==> config.mk <==
export PLATFORM = sky130hd
export DESIGN_NAME = uart_tx_fifo
export DESIGN_NICKNAME = d
export VERILOG_FILES = /design/src/rtl/uart_tx_fifo.sv
export SDC_FILE = /design/constraint.sdc
export NUM_CORES = 1
export LEC_CHECK = 0
export CORE_ASPECT_RATIO = 1.4
export CORE_UTILIZATION = 35
export DETAILED_ROUTE_END_ITERATION = 10
export GPL_TIMING_DRIVEN = 0
export PLACE_DENSITY_LB_ADDON = 0.12
export SYNTH_ARGS = -nofsm -noshare
export SYNTH_HDL_FRONTEND = slang
export SYNTH_SLANG_ARGS = --single-unit
export TNS_END_PERCENT = 50
==> constraint.sdc <==
create_clock -name clk -period 6.8 [get_ports clk]
set_input_delay 1.36 -clock clk [delete_from_list [all_inputs] [get_ports clk]]
set_output_delay 1.36 -clock clk [all_outputs]
set_load 0.05 [all_outputs]
==> src/rtl/uart_tx_fifo.sv <==
// uart_tx_fifo: queued UART transmitter, LSB-first frames paced by baud_tick.
// A circular FIFO feeds a five-state serialiser with optional parity.
module uart_tx_fifo #(
    parameter int DATA_BITS   = 8,
    parameter int PARITY_MODE = 0,
    parameter int STOP_BITS   = 1,
    parameter int FIFO_DEPTH  = 4
) (
    input  logic                        clk,
    input  logic                        reset,
    input  logic                        baud_tick,
    input  logic                        wr_valid,
    input  logic [DATA_BITS-1:0]        wr_data,
    output logic                        wr_ready,
    output logic                        tx,
    output logic                        tx_busy,
    output logic                        tx_done,
    output logic [$clog2(FIFO_DEPTH):0] fifo_count
);
    localparam int AW = $clog2(FIFO_DEPTH);
    localparam int CW = AW + 1;
    localparam int BW = $clog2(DATA_BITS);
    localparam logic [CW-1:0] FULL = CW'(FIFO_DEPTH);
    localparam logic [BW-1:0] LAST_BIT = BW'(DATA_BITS - 1);
    localparam logic LAST_STOP = 1'(STOP_BITS - 1);
    localparam logic PAR_ODD = (PARITY_MODE == 2);

    if (DATA_BITS < 5 || DATA_BITS > 9) begin : g_bad_data
        $error("uart_tx_fifo: DATA_BITS must be 5..9");
    end
    if (PARITY_MODE < 0 || PARITY_MODE > 2) begin : g_bad_parity
        $error("uart_tx_fifo: PARITY_MODE must be 0, 1 or 2");
    end
    if (STOP_BITS < 1 || STOP_BITS > 2) begin : g_bad_stop
        $error("uart_tx_fifo: STOP_BITS must be 1 or 2");
    end
    if (FIFO_DEPTH < 2 || (FIFO_DEPTH & (FIFO_DEPTH - 1)) != 0) begin : g_bad_depth
        $error("uart_tx_fifo: FIFO_DEPTH must be a power of two >= 2");
    end

    typedef enum logic [2:0] {
        S_IDLE,
        S_START,
        S_DATA,
        S_PARITY,
        S_STOP
    } state_t;

    state_t              state_q, state_d;
    logic [AW-1:0]       wr_ptr_q, wr_ptr_d;
    logic [AW-1:0]       rd_ptr_q, rd_ptr_d;
    logic [CW-1:0]       count_q, count_d;
    logic [DATA_BITS-1:0] shift_q, shift_d;
    logic                par_q, par_d;
    logic [BW-1:0]       bit_cnt_q, bit_cnt_d;
    logic                stop_cnt_q, stop_cnt_d;
    logic                tx_q, tx_d;
    logic                done_q, done_d;
    logic [DATA_BITS-1:0] mem_q [FIFO_DEPTH];
    logic [DATA_BITS-1:0] mem_d [FIFO_DEPTH];

    logic                push;
    logic                pop;
    logic                not_empty;
    logic [DATA_BITS-1:0] head;

    assign wr_ready   = (count_q != FULL);
    assign fifo_count = count_q;
    assign tx         = tx_q;
    assign tx_done    = done_q;
    assign tx_busy    = (state_q != S_IDLE);

    always_comb begin
        state_d    = state_q;
        wr_ptr_d   = wr_ptr_q;
        rd_ptr_d   = rd_ptr_q;
        count_d    = count_q;
        shift_d    = shift_q;
        par_d      = par_q;
        bit_cnt_d  = bit_cnt_q;
        stop_cnt_d = stop_cnt_q;
        done_d     = 1'b0;
        mem_d      = mem_q;
        pop        = 1'b0;
        push       = wr_valid && wr_ready;
        not_empty  = (count_q != '0);
        head       = mem_q[rd_ptr_q];

        unique case (state_q)
            S_IDLE: begin
                if (baud_tick && not_empty) begin
                    pop     = 1'b1;
                    state_d = S_START;
                end
            end
            S_START: begin
                if (baud_tick) begin
                    bit_cnt_d = '0;
                    state_d   = S_DATA;
                end
            end
            S_DATA: begin
                if (baud_tick) begin
                    if (bit_cnt_q == LAST_BIT) begin
                        stop_cnt_d = 1'b0;
                        state_d    = (PARITY_MODE != 0) ? S_PARITY : S_STOP;
                    end else begin
                        bit_cnt_d = bit_cnt_q + BW'(1);
                    end
                end
            end
            S_PARITY: begin
                if (baud_tick) begin
                    stop_cnt_d = 1'b0;
                    state_d    = S_STOP;
                end
            end
            S_STOP: begin
                if (baud_tick) begin
                    if (stop_cnt_q != LAST_STOP) begin
                        stop_cnt_d = 1'b1;
                    end else begin
                        done_d = 1'b1;
                        // Chain straight into the next frame when data waits.
                        if (not_empty) begin
                            pop     = 1'b1;
                            state_d = S_START;
                        end else begin
                            state_d = S_IDLE;
                        end
                    end
                end
            end
            default: state_d = S_IDLE;
        endcase

        if (pop) begin
            shift_d  = head;
            par_d    = (^head) ^ PAR_ODD;
            rd_ptr_d = rd_ptr_q + AW'(1);
        end
        if (push) begin
            mem_d[wr_ptr_q] = wr_data;
            wr_ptr_d        = wr_ptr_q + AW'(1);
        end

        unique case ({push, pop})
            2'b10:   count_d = count_q + CW'(1);
            2'b01:   count_d = count_q - CW'(1);
            default: count_d = count_q;
        endcase

        // Line level follows the state being entered on this edge.
        unique case (state_d)
            S_START:  tx_d = 1'b0;
            S_DATA:   tx_d = shift_d[bit_cnt_d];
            S_PARITY: tx_d = par_d;
            default:  tx_d = 1'b1;
        endcase
    end

    always_ff @(posedge clk or posedge reset) begin
        if (reset) begin
            state_q    <= S_IDLE;
            wr_ptr_q   <= '0;
            rd_ptr_q   <= '0;
            count_q    <= '0;
            shift_q    <= '0;
            par_q      <= 1'b0;
            bit_cnt_q  <= '0;
            stop_cnt_q <= 1'b0;
            tx_q       <= 1'b1;
            done_q     <= 1'b0;
        end else begin
            state_q    <= state_d;
            wr_ptr_q   <= wr_ptr_d;
            rd_ptr_q   <= rd_ptr_d;
            count_q    <= count_d;
            shift_q    <= shift_d;
            par_q      <= par_d;
            bit_cnt_q  <= bit_cnt_d;
            stop_cnt_q <= stop_cnt_d;
            tx_q       <= tx_d;
            done_q     <= done_d;
        end
    end

    always_ff @(posedge clk) begin
        mem_q <= mem_d;
    end

endmodule

==> impl_summary.txt, run 1 <==
----------------------------------------------------
[Global routing]
  Vias in the first global route ... around 1400
  Wire length of the first global-routing pass ... approximately 7.1 mm
  Final global-route overflow total ... 0
  Largest net degree at the start of global routing ... 25
  Aggregate global-route resource usage ... 0.127
  Antenna violations before repair ... 0

[Clock network]
  Number of sinks on the clock net ... 56
  Post-CTS Setup Inserts ... 0
  Clock buffer depth ... 2
  CTS tree ... done
  Quantity of gates resized following cts ... 0
  Number of hold-repair buffers added at the cts stage ... 0
  Clock transition at path regs ... about 0.10 ns
  Root buf cell ... clkbuf_8
  Inserted Clock Buffers ... 5
  Clk Latency, worst-skew pair ... 0.31 ns
  H-Tree Depth ... 2

[Placed design]
  Placed Cells incl. Taps ... 277
  Half-perimeter wire length after detailed placement ... 3.13 mm
  Cell area after placement ... approximately 0.0028 mm2
  PortBufs ... 17
  Worst setup timing slack at the placement stage ... 3.59 ns
  Routability cong. ... a little under 0.8

[Synth]
  Net count after synthesis ... 184
  Synthesized area divided by synthesized cell count ... 15.4 um2
  Distinct cell type count after synthesis ... slightly above 40
  Syn Inst Count ... approximately 170
  Portion of the post-synthesis area used by sequential elements ... 0.616
  Register bit total from synthesis ... between 50 and 60
  Cell taking the most area after synthesis ... edfxtp_1
  Cell types with the largest area share after synthesis ... edfxtp_1, dfrtp_1, mux4_2, mux2_2, xnor2_1
  Netlist Area Pre-Place ... between 0.002 and 0.003 mm2
  Synth warn ... 0
  Top cell type's share of synthesized area ... 0.379

[Floorplan]
  Vertical extent of the die ... slightly above 100 um
  Std cell rows ... 36
  Die boundary width ... approximately 74 um
  Starting Density ... 0.363
  Total Die Area ... approximately 0.0076 mm2
  I/O pin total ... 19
  CORE AREA ... 0.00698 mm2

[Critical path]
  Crit path max-delay cell type ... clkdlybuf4s50_1
  Worst reg-to-reg setup slack ... between 4 and 5 ns
  CP delay by family, top ... buffers and inverters
  Cell count of the worst reg-to-reg path ... 10
  Source of the worst register-to-register timing path ... state_q[1]$_DFF_PP0_
  Critical path's largest stage delay ... 0.84 ns
  Maximum net fanout on the critical path ... 6
  Cell-by-cell trace of the critical path ... inv_1 -> nand3_1 -> clkdlybuf4s50_1
  Critical Setup Path Class ... register to output port
  Worst Path Required ... around 5.4 ns
  Kind of end point of the critical path ... output port
  Endpoint arrival time on the critical path ... ~1.9 ns
  Buf/Inv on CP ... 2
  Startpoint type of the worst setup path ... register
  FF-to-FF End ... fifo_count[2]$_DFFE_PP0P_

[Timing]
  Post-layout worst setup margin ... between 3 and 4 ns
  Final hold slack ... roughly 0.51 ns
  Final count of pins violating max slew ... 0
  Period minus WS final ... approximately 3.2 ns
  # setup viols final ... 0
  Worst Clk Skew ... approximately 0.011 ns
  Crit share post-route ... 0.471
  Final setup TNS ... 0 ns
  Maximum clock rate ... about 310 MHz
  Final hold vios ... 0
  Setup repair after global routing missed its margin ... false
  Transition time at the pin with the least slew margin ... roughly 0.92 ns
  Remaining max-slew budget at the tightest pin ... 0.385

[Finish]
  Share of layout cells above drive strength 1 ... 0.216
  Final design area excluding fillers ... ~0.0029 mm2
  Layout overhead on the synthesized area ... 15.1%
  Net count, final ... between 200 and 250
  Number of inserted diodes ... 0
  Non-filler instance count after layout ... between 200 and 300
  Most used cells in the layout excluding fill and tap cells ... edfxtp_1, dfrtp_1, clkdlybuf4s50_1
  Leading cell type in the layout, fill and taps excluded ... edfxtp_1
  Final core utilization ... 0.418

[Drt]
  Post-DR vias/cell ... 4.79
  Number of iterations in the first detailed-routing pass ... 4
  Initial DRC count ... 45
  Detailed Route WL ... between 4 and 5 mm
  Vias after detailed routing ... about 1400
  DRC Markers ... 0
  Routed wirelength normalized by instance count ... between 15 and 20 um
  Number of nets with antenna violations after routing ... 0

[Pwr]
  Overall power after layout ... 1.42 mW
  Leakage dissipation ... 1.10 nW
  Power density normalized to cell area ... around 500 mW/mm2
  Maximum ir drop on the vdd rail ... roughly 0.18 mV

[Min path]
  Kind of path behind the tightest hold check ... register to register
  Worst Hold Path Cells ... 1
  Hold wc startpoint ... shift_q[4]$_DFF_PP0_
  Hold endpoint ... shift_q[4]$_DFF_PP0_

[Flow run]
  Max-cap viol count ... 0

[Run status]
  Result of the run ... finished, final reports clean

----------------------------------------------------
[per-layer routing]
metal / part of all wire / GRT usage / vias to the layer above / wire length (um)
met3: 0.019 / 0.0235 / 5 / 81
met1: 0.40 / 0.143 / 693 / 1720
met5: 0 / 0 / - / 0
met2: 0.57 / 0.235 / 21 / 2480
met4: 0.012 / 0.0444 / 0 / 50
li1: - / - / 647 / -
[worst register-to-register path, stage by stage (launching register included)]
cell	delay, ns
dfrtp_1	0.38
buf_4	0.17
nor2_4	0.16
o311a_2	0.27
buf_2	0.29
ha_1	0.23
inv_1	0.06
fa_1	0.37
xor2_1	0.15
nor2_1	0.11
xor2_1	0.15
[report_power, final]
| group | internal [mW] | switching (mW) | leakage [nW] |
|---|---|---|---|
| Clock | 0.0754 | 0.114 | 0.0452 |
| Combinational | 0.327 | 0.385 | 0.476 |
| Sequential | 0.475 | 0.0441 | 0.579 |
| Total | 0.877 | 0.543 | 1.10 |
[cell type report]
type	count	area (um2)
well taps	95	119
flip-flops and latches	56	1560
clock buffers	5	68.8
fillers	655	4060
clock inverters	3	25.0
multi-input cells	93	885
repair buffers	17	170
plain buffers	7	55.1
inverters	9	33.8
[cell families after synthesis]
family                     after synthesis  synth area share
AOI/OAI and AO/OA                       22            0.0705
xor gates and xnor gates                13            0.0449
adders and majority gates                7            0.0375
buffers and inverters                   16            0.0350
DFF                                     56             0.616
muxes                                   21             0.127
and+or+nand+nor                         30            0.0691
[flip-flops by register name (all words and copies together) (netlist names)]
register and count:
fifo_count 3, wr_ptr_q 2, par_q 1, tx_done 1, state_q 3, mem_q 32
bit_cnt_q 3, shift_q 8, tx 1, rd_ptr_q 2
[how the worst max path moves through the flow]
| stage | from | end | slack, ns | cells past startpoint |
|---|---|---|---|---|
| finish | fifo_count[0]$_DFFE_PP0P_ | wr_ready | 3.59 | 3 |
| global route | fifo_count[0]$_DFFE_PP0P_ | wr_ready | 3.48 | 3 |
| CTS | fifo_count[0]$_DFFE_PP0P_ | wr_ready | 3.58 | 3 |
| detailed placement | baud_tick | fifo_count[2]$_DFFE_PP0P_ | 3.59 | 9 |
| global placement | baud_tick | fifo_count[2]$_DFFE_PP0P_ | 3.62 | 9 |
| floorplan | baud_tick | fifo_count[2]$_DFFE_PP0P_ | 3.81 | 9 |
[Yosys cell counts (all sizes together)]
master	instances
a21boi	1
a21o	2
a21oi	6
a2bb2oi	1
a41oi	1
and2	1
and3	5
buf	6
clkbuf	1
dfrtp	23
dfstp	1
edfxtp	32
fa	1
ha	6
inv	9
mux2	9
mux2i	4
mux4	8
nand2	10
nand2b	2
nand3	2
nand3b	1
nor2	5
nor2b	1
nor3b	1
nor4bb	1
o211ai	1
o21ai	5
o22ai	2
o311a	1
o311ai	1
o31a	1
or3b	1
xnor2	10
xor2	3
(Power assumes the default switching activity.)
==> run 2: changes to the inputs <==
==> constraint.sdc (replaced) <==
create_clock -name clk -period 2.8 [get_ports clk]
set_input_delay 0.56 -clock clk [delete_from_list [all_inputs] [get_ports clk]]
set_output_delay 0.56 -clock clk [all_outputs]
set_load 0.05 [all_outputs]
==> results of run 2 <==
Same layout as run 1 (identical final DEF). Status: finished, final reports clean.
Main changes from that run: setup slack after placement 3.59 ns -> 0.389 ns; setup slack after layout 3.59 ns -> 0.395 ns; register-to-register setup slack 4.40 ns -> 0.40 ns; total power 1.42 mW -> 3.45 mW; worst IR drop on VDD 0.181 mV -> 0.439 mV
==> run 3: changes to the inputs <==
--- a/config.mk
+++ b/config.mk
@@ -7,6 +7,7 @@
 export LEC_CHECK = 0
 export CORE_ASPECT_RATIO = 1.4
 export CORE_UTILIZATION = 35
+export CTS_CLUSTER_SIZE = 40
 export DETAILED_ROUTE_END_ITERATION = 10
 export GPL_TIMING_DRIVEN = 0
 export PLACE_DENSITY_LB_ADDON = 0.12
==> results of run 3 <==
Same layout as run 1 (identical final DEF). Status: finished, final reports clean.
Main changes from that run: setup slack after placement 3.59 ns -> 0.389 ns; setup slack after layout 3.59 ns -> 0.395 ns; register-to-register setup slack 4.40 ns -> 0.40 ns; total power 1.42 mW -> 3.45 mW; worst IR drop on VDD 0.181 mV -> 0.439 mV
